$ cat config.mk
export PLATFORM = sky130hd
export DESIGN_NAME = seven_seg_mux
export DESIGN_NICKNAME = d
export VERILOG_FILES = /design/src/rtl/seven_seg_mux.sv
export SDC_FILE = /design/constraint.sdc
export NUM_CORES = 1
export LEC_CHECK = 0
export ABC_AREA = 0
export BUFFER_PORTS_ARGS = -buffer_cell sky130_fd_sc_hd__buf_2
export CORE_MARGIN = 2
export CORE_UTILIZATION = 30
export DETAILED_ROUTE_END_ITERATION = 10
export GPL_TIMING_DRIVEN = 1
export PLACE_DENSITY = 0.52
export SKIP_LAST_GASP = 1
export SLEW_MARGIN = 20
export SYNTH_ARGS = -nofsm -noshare
export SYNTH_HDL_FRONTEND = slang
export SYNTH_SLANG_ARGS = --single-unit
$ cat constraint.sdc
create_clock -name clk -period 4.4 [get_ports clk]
set_input_delay 0.88 -clock clk [delete_from_list [all_inputs] [get_ports clk]]
set_output_delay 0.88 -clock clk [all_outputs]
set_load 0.01 [all_outputs]
$ cat src/rtl/seven_seg_mux.sv
// Time-multiplexed hex display driver: per-slot blanking deadtime, frame-synchronous shadow update.
// Optional leading-zero blanking is enabled by defining SEVEN_SEG_MUX_LZB_EN.
module seven_seg_mux #(
   parameter int   NUM_DIGITS     = 4,
   parameter int   SLOT_CYCLES    = 24000,
   parameter int   DEADTIME       = 16,
   parameter logic SEG_ACTIVE_LOW = 1'b1,
   parameter logic AN_ACTIVE_LOW  = 1'b1
) (
   input  logic                    clk,
   input  logic                    reset,
   input  logic                    load,
   input  logic [4*NUM_DIGITS-1:0] value,
   output logic [6:0]              seg,
   output logic [NUM_DIGITS-1:0]   an,
   output logic                    frame_done
);

   localparam int CNT_W = $clog2(SLOT_CYCLES);
   localparam int IDX_W = (NUM_DIGITS > 1) ? $clog2(NUM_DIGITS) : 1;
   localparam logic [CNT_W-1:0] CNT_MAX  = CNT_W'(SLOT_CYCLES - 1);
   localparam logic [CNT_W-1:0] CNT_DEAD = CNT_W'(DEADTIME);
   localparam logic [IDX_W-1:0] IDX_MAX  = IDX_W'(NUM_DIGITS - 1);
   localparam logic [6:0]            SEG_POL = {7{SEG_ACTIVE_LOW}};
   localparam logic [NUM_DIGITS-1:0] AN_POL  = {NUM_DIGITS{AN_ACTIVE_LOW}};

   typedef enum logic {BLANK, ON} state_t;

   state_t                  state;
   logic [CNT_W-1:0]        slot_cnt;
   logic [CNT_W-1:0]        cnt_next;
   logic [IDX_W-1:0]        digit_idx;
   logic [4*NUM_DIGITS-1:0] pending;
   logic [4*NUM_DIGITS-1:0] shadow;
   logic                    slot_wrap;
   logic                    frame_wrap;
   logic [3:0]              cur_nib;
   logic [NUM_DIGITS-1:0]   onehot;
   logic                    digit_blank;

   // Active-high glyphs, bit order {g,f,e,d,c,b,a}
   function automatic logic [6:0] glyph(input logic [3:0] nib);
      case (nib)
         4'h0: glyph = 7'h3F;
         4'h1: glyph = 7'h06;
         4'h2: glyph = 7'h5B;
         4'h3: glyph = 7'h4F;
         4'h4: glyph = 7'h66;
         4'h5: glyph = 7'h6D;
         4'h6: glyph = 7'h7D;
         4'h7: glyph = 7'h07;
         4'h8: glyph = 7'h7F;
         4'h9: glyph = 7'h6F;
         4'hA: glyph = 7'h77;
         4'hB: glyph = 7'h7C;
         4'hC: glyph = 7'h39;
         4'hD: glyph = 7'h5E;
         4'hE: glyph = 7'h79;
         default: glyph = 7'h71;
      endcase
   endfunction

   always_comb begin
      slot_wrap  = (slot_cnt == CNT_MAX);
      frame_wrap = slot_wrap && (digit_idx == IDX_MAX);
      cnt_next   = slot_wrap ? '0 : slot_cnt + 1'b1;
   end

`ifdef SEVEN_SEG_MUX_LZB_EN
   logic [NUM_DIGITS-1:0] lead_zero;
   logic                  zero_run;

   // lead_zero[k]: nibble k and every nibble above it are zero
   always_comb begin
      lead_zero = '0;
      zero_run  = 1'b1;
      for (int k = NUM_DIGITS - 1; k >= 0; k--) begin
         zero_run     = zero_run && (shadow[4*k +: 4] == 4'h0);
         lead_zero[k] = zero_run;
      end
   end
`endif

   always_comb begin
      cur_nib     = 4'h0;
      onehot      = '0;
      digit_blank = 1'b0;
      for (int k = 0; k < NUM_DIGITS; k++) begin
         if (digit_idx == IDX_W'(k)) begin
            cur_nib   = shadow[4*k +: 4];
            onehot[k] = 1'b1;
`ifdef SEVEN_SEG_MUX_LZB_EN
            digit_blank = (k != 0) && lead_zero[k];
`endif
         end
      end
   end

   // State tracks the current counter; outputs register one cycle behind it
   always_ff @(posedge clk) begin
      if (reset) begin
         slot_cnt   <= '0;
         digit_idx  <= '0;
         pending    <= '0;
         shadow     <= '0;
         state      <= BLANK;
         seg        <= SEG_POL;
         an         <= AN_POL;
         frame_done <= 1'b0;
      end else begin
         if (load)
            pending <= value;
         slot_cnt <= cnt_next;
         state    <= (cnt_next < CNT_DEAD) ? BLANK : ON;
         if (slot_wrap)
            digit_idx <= frame_wrap ? '0 : digit_idx + 1'b1;
         if (frame_wrap)
            shadow <= pending;
         frame_done <= frame_wrap;
         if (state == ON) begin
            an  <= onehot ^ AN_POL;
            seg <= (digit_blank ? 7'h00 : glyph(cur_nib)) ^ SEG_POL;
         end else begin
            an  <= AN_POL;
            seg <= SEG_POL;
         end
      end
   end

endmodule

Word level (Yosys, flattened, before mapping)
Memories as Yosys holds them, arrays and structs flattened.
Index checks and enable logic that the tools add are counted.
{ "word_totals": {"out_inout_bits": 12, "mem_count": 1, "romBits": 112, "regBits": 62} }
{ "classes": {"n_addsub": 2, "mux": 13, "reduce_logical": 3, "order_cmp": 1, "n_eq_ne": 4, "bitwise": 3} }
{ "mem_list": {"columns": ["memory", "words", "width", "rd", "rd_ports_with_merged_regs", "wr", "line", "source"], "rows": [
  ["(name not given)", 16, 7, 1, 0, 0, "43", "case (nib)"]
]} }
{ "ops": {"columns": ["operator", "n"], "rows": [
  ["4-bit two-way mux", 4],
  ["15-bit by 1-bit adder with 15-bit output, second input constant", 1],
  ["15-bit equality test, second input constant", 1],
  ["15-bit by 5-bit less-than comparator with 1-bit output, second input constant", 1],
  ["15-bit two-way mux", 1],
  ["7-bit two-way mux", 2],
  ["7-bit inverter", 1],
  ["1-bit two-way mux", 5],
  ["2-bit equality test, second input constant", 2],
  ["4-bit inverter", 1],
  ["2-bit by 1-bit adder with 2-bit output, second input constant", 1],
  ["2-bit by 1-bit equality test with 1-bit output, second input constant", 1],
  ["2-bit zero test", 1],
  ["2-bit two-way mux", 1],
  ["2-bit OR reduction", 1],
  ["1-bit logical AND", 1],
  ["1-bit inverter", 1]
]} }

Longest topological paths before layout
An unclocked memory read counts as a cell.
{ "depth": {"word_depth": 9, "mapped_depth": 12, "ltp_nobuf": 11} }

Worst setup path after synthesis
No wires, ideal clock.
{ "synth_timing": {"path_type": "flip-flop to flip-flop", "start": "reg digit_idx[0]", "end": "reg seg[3]", "setup_slack_ns": 2.228, "synth_period_minus_slack_ns": 2.172, "n_path_buf": 1, "t_arrival_ns": 2.035, "setup_ns": 0.137, "path_stages_with_launch": 12, "cell_sequence": "dfxtp_1 -> inv_1 -> ha_1 -> clkbuf_1 -> a21oi_1 -> o21ai_0 -> a22oi_1 -> inv_1 -> ha_1 -> a21boi_0 -> a211oi_1 -> o21ai_0"} }
{ "synth_via": {"elab_chain_cells": 9} }
{ "synth_rtl": {"columns": ["element", "line", "source"], "rows": [
  ["start: declaration", "32", "logic [IDX_W-1:0] digit_idx;"],
  ["start signal: assignment", "116", "digit_idx <= frame_wrap ? '0 : digit_idx + 1'b1;"],
  ["2-bit zero test", "89", "if (digit_idx == IDX_W'(k)) begin"],
  ["4-bit two-way mux (3 in series)", "89", null],
  ["4-bit two-way mux (*)", "89", null],
  ["memory read 16 x 7 bit (*)", null, null],
  ["7-bit two-way mux (*)", "120", "if (state == ON) begin"],
  ["7-bit two-way mux (*)", "101", "if (reset) begin"],
  ["7-bit inverter (no source line) (*)", null, null],
  ["end signal: assignment", "122", "seg <= (digit_blank ? 7'h00 : glyph(cur_nib)) ^ SEG_POL;"],
  ["end: declaration", "14", "output logic [6:0] seg,"]
]} }
Mark *: on every way between the ends. The rest lies on a longest branch, timed or not. The select of a mux whose other input is x is not followed.
A chain may end at the register's enable or synchronous reset.

Worst setup path after layout
{ "layout_timing": {"start": "reg digit_idx[1]", "end": "reg seg[3]"} }
The elaborated chain is that of the path after synthesis.

==> results.toml <==
[clock_network]
numClockSinks = 62
clockRootBuffer = "clkbuf_8"
cts_tree = "built"
cts_hold_buf = 0
path_clk_slew_ns = 0.07
cts_max_path_buffers = 2
cts_resized = 0
htreeDepth = 3
numCtsBuffers = 9
insertion_delay_ns = 0.34
cts_setup_buffers = 0

[synthesis]
synth_edf_count = 0
synth-seq-cells = 62
syn-cell-area_um2 = 2770
synth_seq_area_share_pct = 44.8
synth.most_common_cell = "dfxtp_1"
synth_area_leader_cell = "dfxtp_1"
synth_ff_type = "dfxtp_1"
syn-num-nets = 308
netlist_instances = 278
ys_warn_count = 0
yosys-top-cells-area = "dfxtp_1 (45%), mux2i_1 (7.2%), a22o_2 (5.8%)"
yosysUniqueCellTypes = 48
synth_top_area_share_pct = 44.8
avgSynthCellArea_um2 = 9.97
synth_common_cells = "dfxtp_1 (62), nor2_1 (40), mux2i_1 (20), a22o_2 (16), nand2_1 (13)"
asyncSetResetFlopFracSynth_pct = 0

[critical_path]
rrSetupSlack_ns = 1.85
crit_path_start_kind = "flip-flop"
r2r-end = "seg[3]$_SDFF_PP1_"
path_max_fanout = 9
r2r_start = "digit_idx[1]$_SDFFE_PP0N_"
path_class = "reg -> reg"
worstPathRequired_ns = 4.58
critPathCaptureType = "flip-flop"
r2r_cells = 10
arrival_ns = 2.73

[final_layout]
area_growth_pct = 12.2
fin_nets = 332
fin_cells = 418
drive_above_1_share_pct = 22.1
n_antenna_cell = 0

[power]
p_leak_nw = 1.22
peakVddDrop_uv = 140
powerDensity_nw_per_um2 = 367

[min_path]
hold-path-endpoint = "slot_cnt[0]$_SDFF_PP0_"
min_path_cells = 1
min_from = "slot_cnt[0]$_SDFF_PP0_"
hp-class = "reg -> reg"

[die]
rows = 35
io-pin-count = 31
die_w_um = 100
core_um2 = 9110
die-area_um2 = 10000
start_util_pct = 30.4
die_h_um = 100

[job]
max_cap_viol_count = 0

[timing]
fin_crit_sh_pct = 58.0
fin_setup_tns_ns = 0
fmax_ghz = 0.392
layout_min_cycle_time_ns = 2.55
whs_ns = 0.467
finalMaxSlewViolations = 0
max_slew.worst_pin.slew_ns = 0.744
hold_violations = 0
max-slew-margin-rel_pct = 50.4
setup_violations = 0
skew_ns = 0.0135
rsz0062_at_grt = "no"
post-route-worst-setup-slack_ns = 1.85

[place]
placed_cells = 402
globalplace.congestion = 0.766
place_ws_ns = 1.82
io_buffers = 30
dpl.hpwl_um = 3840

[drt]
vias_per_cell = 4.83
drtAntennaViolNets = 0
post_drt_wl_per_cell_um = 13.0
drt-total-wl_um = 5450
dr.first_iter.drc_count = 42
vias = 2020
drtPass1Iterations = 4
drt_drc_violations_left = 0

[grt]
grt_pass1_wl_um = 9170
first_global_vias = 1952
antenna_found_initial = 0
grt_use_total_pct = 11.7
grt_max_degree = 26
grt.overflow.total = 0

[outcome]
status = "finished, final reports clean"
==> critical path: stages, from the launching register on <==
cell      delay [ns]
dfxtp_1         0.38
inv_1           0.08
ha_1            0.28
a21oi_1         0.16
o21ai_0         0.11
a22oi_1         0.50
inv_1           0.17
ha_1            0.28
a21boi_0        0.14
a211oi_1        0.19
o21ai_0         0.11
==> power breakdown <==
part	switching, W	leakage [nW]	internal, W	total (W)
Combinational	0.0000284	0.618	0.0000228	0.0000513
Sequential	0.00000911	0.504	0.000577	0.000587
Clock	0.000211	0.0996	0.000292	0.000503
Total	0.000248	1.22	0.000892	0.00114
==> final cells by class <==
cell class                 count  area [um2]
fill                         942        6000
tap                          111         139
sequential                    62        1240
clock buffer                  13         159
clock inverter                 3        42.5
multi-input combinational    189        1340
inverter                      10        37.5
timing repair buffer          30         150
==> cells by family after synthesis <==
group                      share of synthesized area [%]
DFF                                                 44.8
buffers and inverters                               6.86
xor gates and xnor gates                            4.42
AOI/OAI and AO/OA                                   15.3
muxes                                               7.63
and+or+nand+nor                                     16.1
adders and majority gates                           4.96
==> layout by cell type, fill, tap and decap left out, types with 2 or more instances in the layout <==
cell type | netlist | layout
or2_2 | 2 | 2
o211ai_1 | 3 | 3
clkbuf_1 | 8 | 2
a21oi_1 | 8 | 8
a22oi_1 | 2 | 2
buf_2 | 1 | 30
and2_1 | 2 | 2
a211oi_1 | 4 | 4
o22ai_1 | 2 | 2
nor2_1 | 40 | 40
nand4_1 | 4 | 4
nor3_1 | 4 | 4
nor2b_1 | 3 | 3
nor4_1 | 4 | 4
inv_1 | 10 | 10
a22o_2 | 16 | 16
xnor2_1 | 10 | 10
nand3b_1 | 2 | 2
ha_1 | 11 | 11
clkbuf_8 | 2 | 11
o221ai_1 | 4 | 4
a211o_1 | 2 | 2
o21ai_0 | 5 | 5
mux2i_1 | 20 | 20
xor2_1 | 4 | 4
a21boi_0 | 2 | 2
nand3_1 | 7 | 7
nand2_1 | 13 | 13
dfxtp_1 | 62 | 62
==> state kept, by name, indices dropped and copies added, names as in the netlist <==
signal      flops
seg             7
frame_done      1
pending        16
digit_idx       2
shadow         16
an              4
state           1
slot_cnt       15
==> how the worst max path moves through the flow <==
| stage | startpoint | end | slack, ns | cells past startpoint |
|---|---|---|---|---|
| after global placement | digit_idx[0]$_SDFFE_PP0N_ | seg[3]$_SDFF_PP1_ | 1.86 | 10 |
| after CTS | digit_idx[0]$_SDFFE_PP0N_ | seg[3]$_SDFF_PP1_ | 1.83 | 10 |
| final | digit_idx[1]$_SDFFE_PP0N_ | seg[3]$_SDFF_PP1_ | 1.85 | 10 |
| after floorplan | digit_idx[0]$_SDFFE_PP0N_ | seg[3]$_SDFF_PP1_ | 2.23 | 11 |
| after global routing | digit_idx[0]$_SDFFE_PP0N_ | seg[3]$_SDFF_PP1_ | 1.57 | 10 |
| after detailed placement | digit_idx[0]$_SDFFE_PP0N_ | seg[3]$_SDFF_PP1_ | 1.82 | 10 |
==> metal layers <==
metal | global-route usage [%] | up-vias | wire length (um)
li1 | - | 1033 | -
met3 | 4.81 | 7 | 278
met5 | 0 | - | 0
met4 | 4.43 | 0 | 74
met2 | 19.4 | 35 | 2620
met1 | 13.6 | 945 | 2480
==> per-stage QoR <==
step	area [um2]	utilization, %	total power [W]
floorplan	2770	-	0.000636
global placement	2910	31.9	0.000651
detailed placement	2910	31.9	0.000652
CTS	3110	34.1	0.00117
global route	3110	34.1	0.00119
finish	3110	34.1	0.00114
Power figures use the tool's default switching activity.
